[config.mk]
export PLATFORM = sky130hd
export DESIGN_NAME = reg_file_param
export DESIGN_NICKNAME = d
export VERILOG_FILES = /design/src/rtl/reg_file_param.sv
export SDC_FILE = /design/constraint.sdc
export NUM_CORES = 1
export LEC_CHECK = 0
export BUFFER_PORTS_ARGS = -buffer_cell sky130_fd_sc_hd__buf_2
export CORE_AREA = 2 2 300 302
export CTS_CLUSTER_SIZE = 25
export DETAILED_ROUTE_END_ITERATION = 10
export DIE_AREA = 0 0 302 304
export GPL_TIMING_DRIVEN = 0
export PLACE_DENSITY = 0.8
export REMOVE_ABC_BUFFERS = 1
export SKIP_LAST_GASP = 1
export SYNTH_ARGS = -nofsm -noshare
export SYNTH_HDL_FRONTEND = slang
export SYNTH_SLANG_ARGS = --single-unit
export TNS_END_PERCENT = 5
[constraint.sdc]
create_clock -name clk -period 3.7 [get_ports clk]
set_input_delay 0.555 -clock clk [delete_from_list [all_inputs] [get_ports clk]]
set_output_delay 0.555 -clock clk [all_outputs]
set_load 0.02 [all_outputs]
[src/rtl/reg_file_param.sv]
// Parametrised 2-read/1-write register file with a reset-time clear sequencer,
// optional hardwired zero entry and same-operation write-to-read bypass.
module reg_file_param #(
  parameter int WIDTH    = 32,
  parameter int DEPTH    = 32,
  parameter int AW       = $clog2(DEPTH),
  parameter int ZERO_REG = 1
) (
  input  logic             clk,
  input  logic             rst_n,
  input  logic             valid_opcode,
  input  logic             we,
  input  logic [AW-1:0]    addr1,
  input  logic [AW-1:0]    addr2,
  input  logic [AW-1:0]    addr3,
  input  logic [WIDTH-1:0] in,
  output logic [WIDTH-1:0] out1,
  output logic [WIDTH-1:0] out2,
  output logic             out_valid,
  output logic             ready
);

  localparam logic [0:0] S_CLEAR = 1'b0;
  localparam logic [0:0] S_READY = 1'b1;

  logic [0:0]       r_state;
  logic [AW-1:0]    r_cnt;
  logic [WIDTH-1:0] r_mem [DEPTH];
  logic [WIDTH-1:0] r_out1;
  logic [WIDTH-1:0] r_out2;
  logic             r_out_valid;

  logic             w_accept;
  logic             w_wr_ok;
  logic             w_clr_we;
  logic             w_last;
  logic [WIDTH-1:0] w_rd1;
  logic [WIDTH-1:0] w_rd2;

  assign w_accept = rst_n && (r_state == S_READY) && valid_opcode;
  assign w_clr_we = rst_n && (r_state == S_CLEAR);
  assign w_last   = (int'(r_cnt) == DEPTH - 1);
  // Writes beyond the array or into the hardwired zero entry are dropped.
  assign w_wr_ok  = we && (int'(addr3) < DEPTH) && !((ZERO_REG != 0) && (addr3 == '0));

  function automatic logic [WIDTH-1:0] rd(input logic [AW-1:0] a);
    logic [WIDTH-1:0] v;
    v = '0;
    if ((ZERO_REG != 0) && (a == '0))
      v = '0;
    else if (int'(a) >= DEPTH)
      v = '0;
    else if (w_wr_ok && (a == addr3))
      v = in;
    else
      v = r_mem[a];
    return v;
  endfunction

  always_comb begin
    w_rd1 = rd(addr1);
    w_rd2 = rd(addr2);
  end

  always_ff @(posedge clk) begin
    if (!rst_n) begin
      r_state     <= S_CLEAR;
      r_cnt       <= '0;
      r_out1      <= '0;
      r_out2      <= '0;
      r_out_valid <= 1'b0;
    end else begin
      case (r_state)
        S_CLEAR: begin
          r_out_valid <= 1'b0;
          if (w_last) begin
            r_state <= S_READY;
          end else begin
            r_cnt <= r_cnt + 1'b1;
          end
        end
        default: begin
          r_out_valid <= valid_opcode;
          if (valid_opcode) begin
            r_out1 <= w_rd1;
            r_out2 <= w_rd2;
          end
        end
      endcase
    end
  end

  always_ff @(posedge clk) begin
    if (w_clr_we)
      r_mem[r_cnt] <= '0;
    else if (w_accept && w_wr_ok)
      r_mem[addr3] <= in;
  end

  assign out1      = r_out1;
  assign out2      = r_out2;
  assign out_valid = r_out_valid;
  assign ready     = (r_state == S_READY);

endmodule

# == Word level (Yosys, flattened, before mapping) ==
# Memories as Yosys holds them, arrays and structs flattened.
# Index checks and enable logic that the tools add are counted.
# totals
ff_bits,71
mem_count,1
out_inout_bits,66
in_bits,51
ram_bits,1024
latchBits,0
rom_bits,0
# memory_table
memory,depth,width,rd,rd_ports_with_merged_regs,write_ports,line,rtl
r_mem,32,32,2,0,1,28,logic [WIDTH-1:0] r_mem [DEPTH];
# op_classes
n_div,0
multipliers,0
n_eq_ne,3
bitwise,2
n_reduce_logical,15
order_cmp,0
addsub,1
muxes,14
shift,0
# op_table
cell,n
$mux 32,5
$reduce_or 32->1,1
$logic_not 5->1,3
$eq 5x5->1,2
$mux 1,8
$logic_and 1x1->1,7
$reduce_and 2->1,3
$add 5x1->5 const B,1
$eq 5x1->1 const B,1
$mux 5,1
$not 1->1,2
$logic_not 1->1,1

# == Longest topological paths before layout ==
# Gate-level depths: netlist (run 1).
# logic_depth
ltp_word,9
ltp_mapped,10

# == Worst setup path before layout (run 1) ==
# No wires, ideal clock.
# synth_path
path_kind,input -> register
from,in addr3[4]
to,"mem r_mem[0][0], enable pin"
required_ns,3.279
path_buffers,1
slack_ns,0.085
cell_stages,6
setup_ns,0.421
arrival_time_ns,3.194
path_cell_list,or3_1 > o211a_2 > clkbuf_1 > mux2i_1 > nand2_1 > nor2_1
# synth_via
elab_chain_len,9
# synth_lines
element,line,rtl
"start, declared",15,"input logic [AW-1:0] addr3,"
$logic_not 5->1,44,assign w_wr_ok = we && (int'(addr3) < DEPTH) && !((ZERO_REG != 0) && (addr3 == '0));
$logic_not 1->1,44,
$logic_and 1x1->1,44,
$logic_and 1x1->1,96,else if (w_accept && w_wr_ok)
$mux 1,96,
$mux 1,94,if (w_clr_we)
$mux 1 (not written as such),97,r_mem[addr3] <= in;
$reduce_or 32->1 (no line),n/a,
$mux 5 (no line) / $mux 1 (equally long branches),n/a,
"end, declared",28,
# Parallel ways exist; a longest one is shown, timed or not.

# == Worst setup path in the final report (run 1) ==
# layout_path
from,in addr2[2]
to,"reg r_out2[30], in the netlist out2[30]"
# layout_via
elab_chain_len,4
# layout_lines
element,line,rtl
"start, declared",14,"input logic [AW-1:0] addr2,"
branches (longest 3 deep; another with $mem_v2 32x32),n/a,
$mux 32 *,49,if ((ZERO_REG != 0) && (a == '0))
"end signal, assigned",86,r_out2 <= w_rd2;
"end, declared",30,logic [WIDTH-1:0] r_out2;
# Every way passes the cells marked *.
# A chain may end at the register's enable or synchronous reset.

==> results of run 1 <==
## power breakdown
group	internal, mW	total (mW)	switching, mW	leakage, nW
Combinational	0.616	1.53	0.915	6.18
Clock	5.83	10.5	4.64	1.62
Sequential	13.4	13.5	0.0469	8.25
## flip-flops by register name, indices dropped and copies added, names as in the netlist
signal / flops
r_mem: 1024
out1: 32
out2: 32
r_cnt: 5
out_valid: 1
ready: 1
## per-layer routing
metal  GRT usage, %  vias to the layer above  part of all wire (%)
met5          0.212                        -                 0.031
met4           20.0                        3                   7.3
met3           9.00                      757                    14
met2           52.1                     3051                    47
met1           42.6                    15752                    32
li1               -                    11620                     -
## final timing paths
kind             from       endpoint  slack, ns  depth (start not counted)
max          addr2[2]       out2[30]      -0.25                          9
min            in[21]       out2[21]       0.11                          3
max reg2reg     ready  r_mem[24][30]       0.01                          6
min reg2reg   out2[0]        out2[0]       0.47                          2
## timing repair
item	in CTS	in global routing
pin swaps	5	3
gates cloned	1	1
setup buffers	12	7
endpoints found under the setup margin	628	666
gates resized for setup	0	1
## layout by cell type, fill, tap and decap left out, types with 15 or more instances in the layout
master	netlist	final
buf_2	79	110
o22ai_1	66	66
clkinv_1	0	15
nand3_1	21	21
dfxtp_1	71	71
mux4_2	449	449
nor2_4	0	32
clkinv_2	0	24
a22oi_1	65	65
a221o_1	34	34
and2_1	36	35
o21ai_0	22	22
nor4_1	32	32
o221ai_1	44	44
a211oi_1	66	66
buf_4	19	18
o22a_1	32	32
buf_16	0	49
edfxtp_1	1024	1024
nand2_1	47	45
buf_8	2	15
nor2b_1	67	65
clkbuf_1	73	26
clkbuf_16	0	104
mux2i_1	121	121
buf_12	3	35
## worst max-delay path, delay by kind of cell
kind / cells / cell delay, ns
buffers and inverters: 4 / 1.69
and+or+nand+nor: 2 / 1.39
AOI/OAI and AO/OA: 3 / 0.79
## final cells by class
cell class / count / area, sq um
clock buffers: 142 / 2870
clock inverters: 49 / 409
multi-input cells: 1305 / 16900
inverters: 3 / 11.3
well taps: 1176 / 1470
fillers: 5548 / 32200
flip-flops and latches: 1095 / 32200
diodes: 2 / 5.00
repair buffers: 230 / 2990
## kinds of logic (layout without fill, tap and decap cells)
logic type | count (synthesis) | after routing | synth area share [%]
AND/OR/NAND/NOR | 293 | 293 | 3.35
other | 0 | 2 | 0
AO/OA/AOI/OAI | 403 | 405 | 6.26
multiplexers | 592 | 592 | 23.3
XOR/XNOR | 13 | 13 | 0.228
flip-flops | 1095 | 1095 | 64.3
adder cells (fa/ha/maj) | 2 | 2 | 0.0500
buffers and inverters | 214 | 424 | 2.48
==> impl_results.md, run 1 <==
- Status: finished, violations left
- Failing checks: max-capacitance violations, max-slew violations, negative setup slack
- Crit. End Element: register
- Standard-cell rows: 110
- Seq/Total Area, Yosys: about 64%
- Leak: ~16 nW
- PwrDens: 448 nW/um^2
- Post-synth EDFFs: 1024
- Unique masters post-synth: 67
- Async SR Flop Fraction: 0%
- Die W: 302 microns
- IO buf count: between 100 and 150
- Overflow left after global routing: 0
- DR pass1 iterations: 7
- Instance count of the mapped netlist: 2612
- Fin cells: about 4000
- Achievable Freq: 253 MHz
- Share of the synthesized area in the top cell type: about three fifths
- Clk sinks: 1095
- Worst VDD drop: 0.400 mV
- Ys Warns: 0
- Count leader, synth: edfxtp_1
- Via count: 31183
- Slew margin rel.: -3.40%
- Vias in the first global route: between 30000 and 40000
- Io pins: 117
- Critical path class: primary input to register
- WP data arrival: 4.54 ns
- Clk buf depth: 3
- GRT Total Usage: 33.5%
- Final HPWL DP: 91500 microns
- Starting density of the core: 56.1%
- H-tree levels: 3
- Overall power: 25.5 mW
- Post-DP Area: 53300 sq um
- # DRC: 0
- Final hold violations: 0
- CTS Buf Count: between 100 and 150
- Iter 0 DRT Violations: 5481
- Largest net degree at the start of global routing: roughly 110
- Crit path top cell by count: buf_8
- Hold Path Class: primary input to register
- Setup Slack @ Placement: -0.696 ns
- CP cell instances: buf_2, nor2_2, buf_8, a21boi_0, nor4b_4, buf_8, buf_8, a22oi_1, o21ai_0
- Die Ht: about 300 microns
- Total die area: 91800 sq um
- Wire length per cell after detailed routing: 38.5 microns
- Core Util, Final: 63.8%
- Initial antenna violation count: 3
- Max-cap violations: 1
- Core ar.: between 80000 and 90000 sq um
- Synth Cell Area: around 50000 sq um
- Worst skew pair latency: 0.71 ns
- Placed insts: 3788
- Synth-to-Final Area Change: 13.7%
- Slowest stage delay, CP: ~0.94 ns
- Post-DRT Antenna Nets: 0
- Yosys top cell by area: edfxtp_1
- Slack of the critical path: -0.249 ns
- Endpoints failing setup: 17
- Crit path required time: 4.29 ns
- Dominant cells by area after synthesis: edfxtp_1 62%, mux4_2 20%, dfxtp_1 2.8%
- CTS tree: built
- Design Area, Final: 56800 sq um
- Final estimated routing congestion in global placement: around 0.80
- Slew @ Worst Pin: 1.55 ns
- Fin. max-slew vios: 33
- CP Max Fanout: 30
- Vias per inst: about 7.8
- Clock Tree Root: clkbuf_16
- Setup Skew: between 0.02 and 0.03 ns
- CTS Hold Bufs: 0
- Seq cells post-synth: 1095
- Total Neg Setup Slack: -2.12 ns
- Top_reg_cell synth: edfxtp_1
- RSZ-0062 raised after global routing: yes
- First-pass GRT wire length: ~220000 microns
- Layout net count: 2791
- WL final: 154000 microns
- Crit share post-route: 107%
- Share of layout cells above drive strength 1: 32.4%
- CP max stage cell: nor4b_4
- Reg clk slew, reported paths: 0.06 ns
- Hold WS: 0.108 ns
- Synth cell count leaders: 1024 x edfxtp_1, 449 x mux4_2, 121 x mux2i_1, 79 x buf_2, 73 x clkbuf_1
- Mean Syn Cell Area: roughly 19 sq um
- Tmin final: 3.95 ns
- Crit path launch type: primary input
(Power assumes the default switching activity.)
==> inputs of run 2 (changes only) <==
--- a/config.mk
+++ b/config.mk
@@ -6,10 +6,12 @@
 export NUM_CORES = 1
 export LEC_CHECK = 0
 export BUFFER_PORTS_ARGS = -buffer_cell sky130_fd_sc_hd__buf_2
-export CORE_AREA = 2 2 300 302
+export CELL_PAD_IN_SITES_DETAIL_PLACEMENT = 0
+export CELL_PAD_IN_SITES_GLOBAL_PLACEMENT = 1
+export CORE_AREA = 2 2 412 250
 export CTS_CLUSTER_SIZE = 25
 export DETAILED_ROUTE_END_ITERATION = 10
-export DIE_AREA = 0 0 302 304
+export DIE_AREA = 0 0 414 252
 export GPL_TIMING_DRIVEN = 0
 export PLACE_DENSITY = 0.8
 export REMOVE_ABC_BUFFERS = 1
==> run 2 against run 1 <==
  * The run ends with negative setup slack left
  * Clock-buffer cell count down 13
  * Hold slack worse by 0.018 ns
  * Fmax up 6.3%
  * Worst setup slack gained 0.23 ns
  * Combinational power hardly changed
  * Clock skew is 0.0045 ns lower
  * Critical path type is now register to register
  * Largest power group unchanged
==> impl_results.md, run 2 (synthesis results as in run 1) <==
- GRT Total Usage: 28.5% (-5.0 points)
- Clk sinks: 1095 (unchanged)
- Initial antenna violation count: 0 (-3)
- CTS Buf Count: 100 (-2.9%)
- Endpoints failing setup: 4 (-13)
- Max FFs per register: 1024 (unchanged)
- Io pins: 117 (unchanged)
- Slew margin rel.: 16.6% (+20 points)
- Layout net count: 2777 (-0.50%)
- Placed insts: 3955 (+4.4%)
- Final HPWL DP: 90800 microns (-0.66%)
- Final estimated routing congestion in global placement: 0.785 (-1.5%)
- Worst VDD drop: 0.362 mV (-9.6%)
- Via count: 29847 (-4.3%)
- Largest net degree at the start of global routing: 109 (-3.5%)
- Core Util, Final: 56.9% (-6.9 points)
- Tmin final: 3.72 ns (-0.233 ns)
- Crit path required time: 4.08 ns (-0.21 ns)
- CP Max Fanout: 19 (-37%)
- Final hold violations: 0 (unchanged)
- Wire length per cell after detailed routing: 36.1 microns (-6.1%)
- Leak: 16.0 nW (-0.24%)
- CTS tree: built
- Reg clk slew, reported paths: 0.07 ns (about the same)
- Worst skew pair latency: 0.71 ns (about the same)
- WP data arrival: 4.09 ns (-0.45 ns)
- WL final: 150000 microns (-2.7%)
- Failing checks: negative setup slack
- Share of layout cells above drive strength 1: 32.4% (about the same)
- Most common cell after layout, fill and taps aside: edfxtp_1
- # fillers: 7264 (+31%)
- Crit share post-route: 100% (-6.3 points)
- Clk buf depth: 3 (unchanged)
- Die W: 414 microns (+37%)
- Clock Tree Root: clkbuf_16
- Total die area: 104000 sq um (+14%)
- Vias per inst: 7.20 (-7.6%)
- ANT cells: 0 (-2)
- Slew @ Worst Pin: 1.25 ns (-0.300 ns)
- Largest Register: r_mem
- DR pass1 iterations: 8 (+1)
- Crit path launch type: register
- Sequential cell area: 32200 sq um (unchanged)
- Status: finished, violations left
- Iter 0 DRT Violations: 4769 (-13%)
- Most frequent cells in the layout: 1024 x edfxtp_1, 449 x mux4_2, 121 x mux2i_1
- Multi-input logic area: 16900 sq um (about the same)
- Post-DRT Antenna Nets: 0 (unchanged)
- Overflow left after global routing: 0 (unchanged)
- Fin cells: 4145 (+3.6%)
- Core ar.: 100000 sq um (+13%)
- RSZ-0062 raised after global routing: yes
- Overall power: 25.7 mW (+0.72%)
- Die Ht: 252 microns (-17%)
- First-pass GRT wire length: 214000 microns (-2.2%)
- Slack of the critical path: -0.0161 ns (+0.233 ns)
- Fin. max-slew vios: 0 (-100%)
- Hold Path Class: primary input to register
- Crit. End Element: register
- Synth-to-Final Area Change: 14.1%
- Max-cap violations: 0 (-1)
- Setup Skew: 0.0218 ns (-0.00447 ns)
- IO buf count: 116 (unchanged)
- # DRC: 0 (unchanged)
- Design Area, Final: 57000 sq um (+0.34%)
- Starting density of the core: 49.9% (-6.3 points)
- Achievable Freq: 269 MHz (+6.3%)
- PwrDens: 450 nW/um^2 (+0.38%)
- Standard-cell rows: 90 (-18%)
- Critical path class: register to register
- Post-DP Area: 53700 sq um (+0.67%)
- Hold WS: 0.0899 ns (-0.0184 ns)
- Vias in the first global route: 29633 (-7.3%)
- H-tree levels: 3 (unchanged)
==> run 2: critical path, cell delays in order (launching register included) <==
cell and delay [ns]:
dfxtp_1 0.49, and3_1 0.39, o211a_4 0.47, mux2i_1 0.46, nand2_1 0.37, nor2_4 0.86
buf_12 0.32
==> run 2: per-stage QoR <==
stage	TNS, ns	setup WS [ns]
final	-0.0584	-0.0161
after global routing	-1.70	-0.106
after CTS	0	0.00685
after detailed placement	-20.35	-0.719
after global placement	-4803.92	-10.07
after floorplan	-58.08	-0.945
==> run 2: where the power goes <==
part           leakage [nW]  total, mW  internal [mW]  switching [mW]
sequential             8.25       13.5           13.4          0.0424
clock                  1.63       10.7           5.93            4.75
combinational          6.14       1.50          0.611           0.893
==> run 2: repair_timing <==
item / in CTS / in global routing
endpoints found under the setup margin: 0 / 28
buffers inserted: 0 / 0
gates resized for setup: 0 / 1
hold buffers: 0 / 0
hold endpoints to repair: 0 / 0
==> run 2: area by class of cell <==
class / count / share of cell area, %
well taps: 1334 / 2.93
clock buffers: 129 / 4.78
repair buffers: 221 / 5.17
multi-input cells: 1303 / 29.7
clock inverters: 60 / 1.04
flip-flops and latches: 1095 / 56.4
inverters: 3 / 0.0197
==> run 2: worst paths after layout <==
check             startpoint       endpoint  slack [ns]  cells after the start
setup / recovery       ready  r_mem[13][12]       -0.02                      6
hold reg to reg      out2[5]        out2[5]        0.47                      2
setup reg to reg       ready  r_mem[13][12]       -0.02                      6
hold / removal         in[9]        out2[9]        0.09                      3
==> run 2: layer usage <==
layer	vias to the layer above	GRT usage (%)	routed length (microns)	part of all wire [%]
met1	15661	40.1	57700	39
met3	338	7.12	17900	12
met2	2253	43.6	68200	46
met4	0	10.6	5880	3.9
met5	-	0	0	0
li1	11595	-	-	-
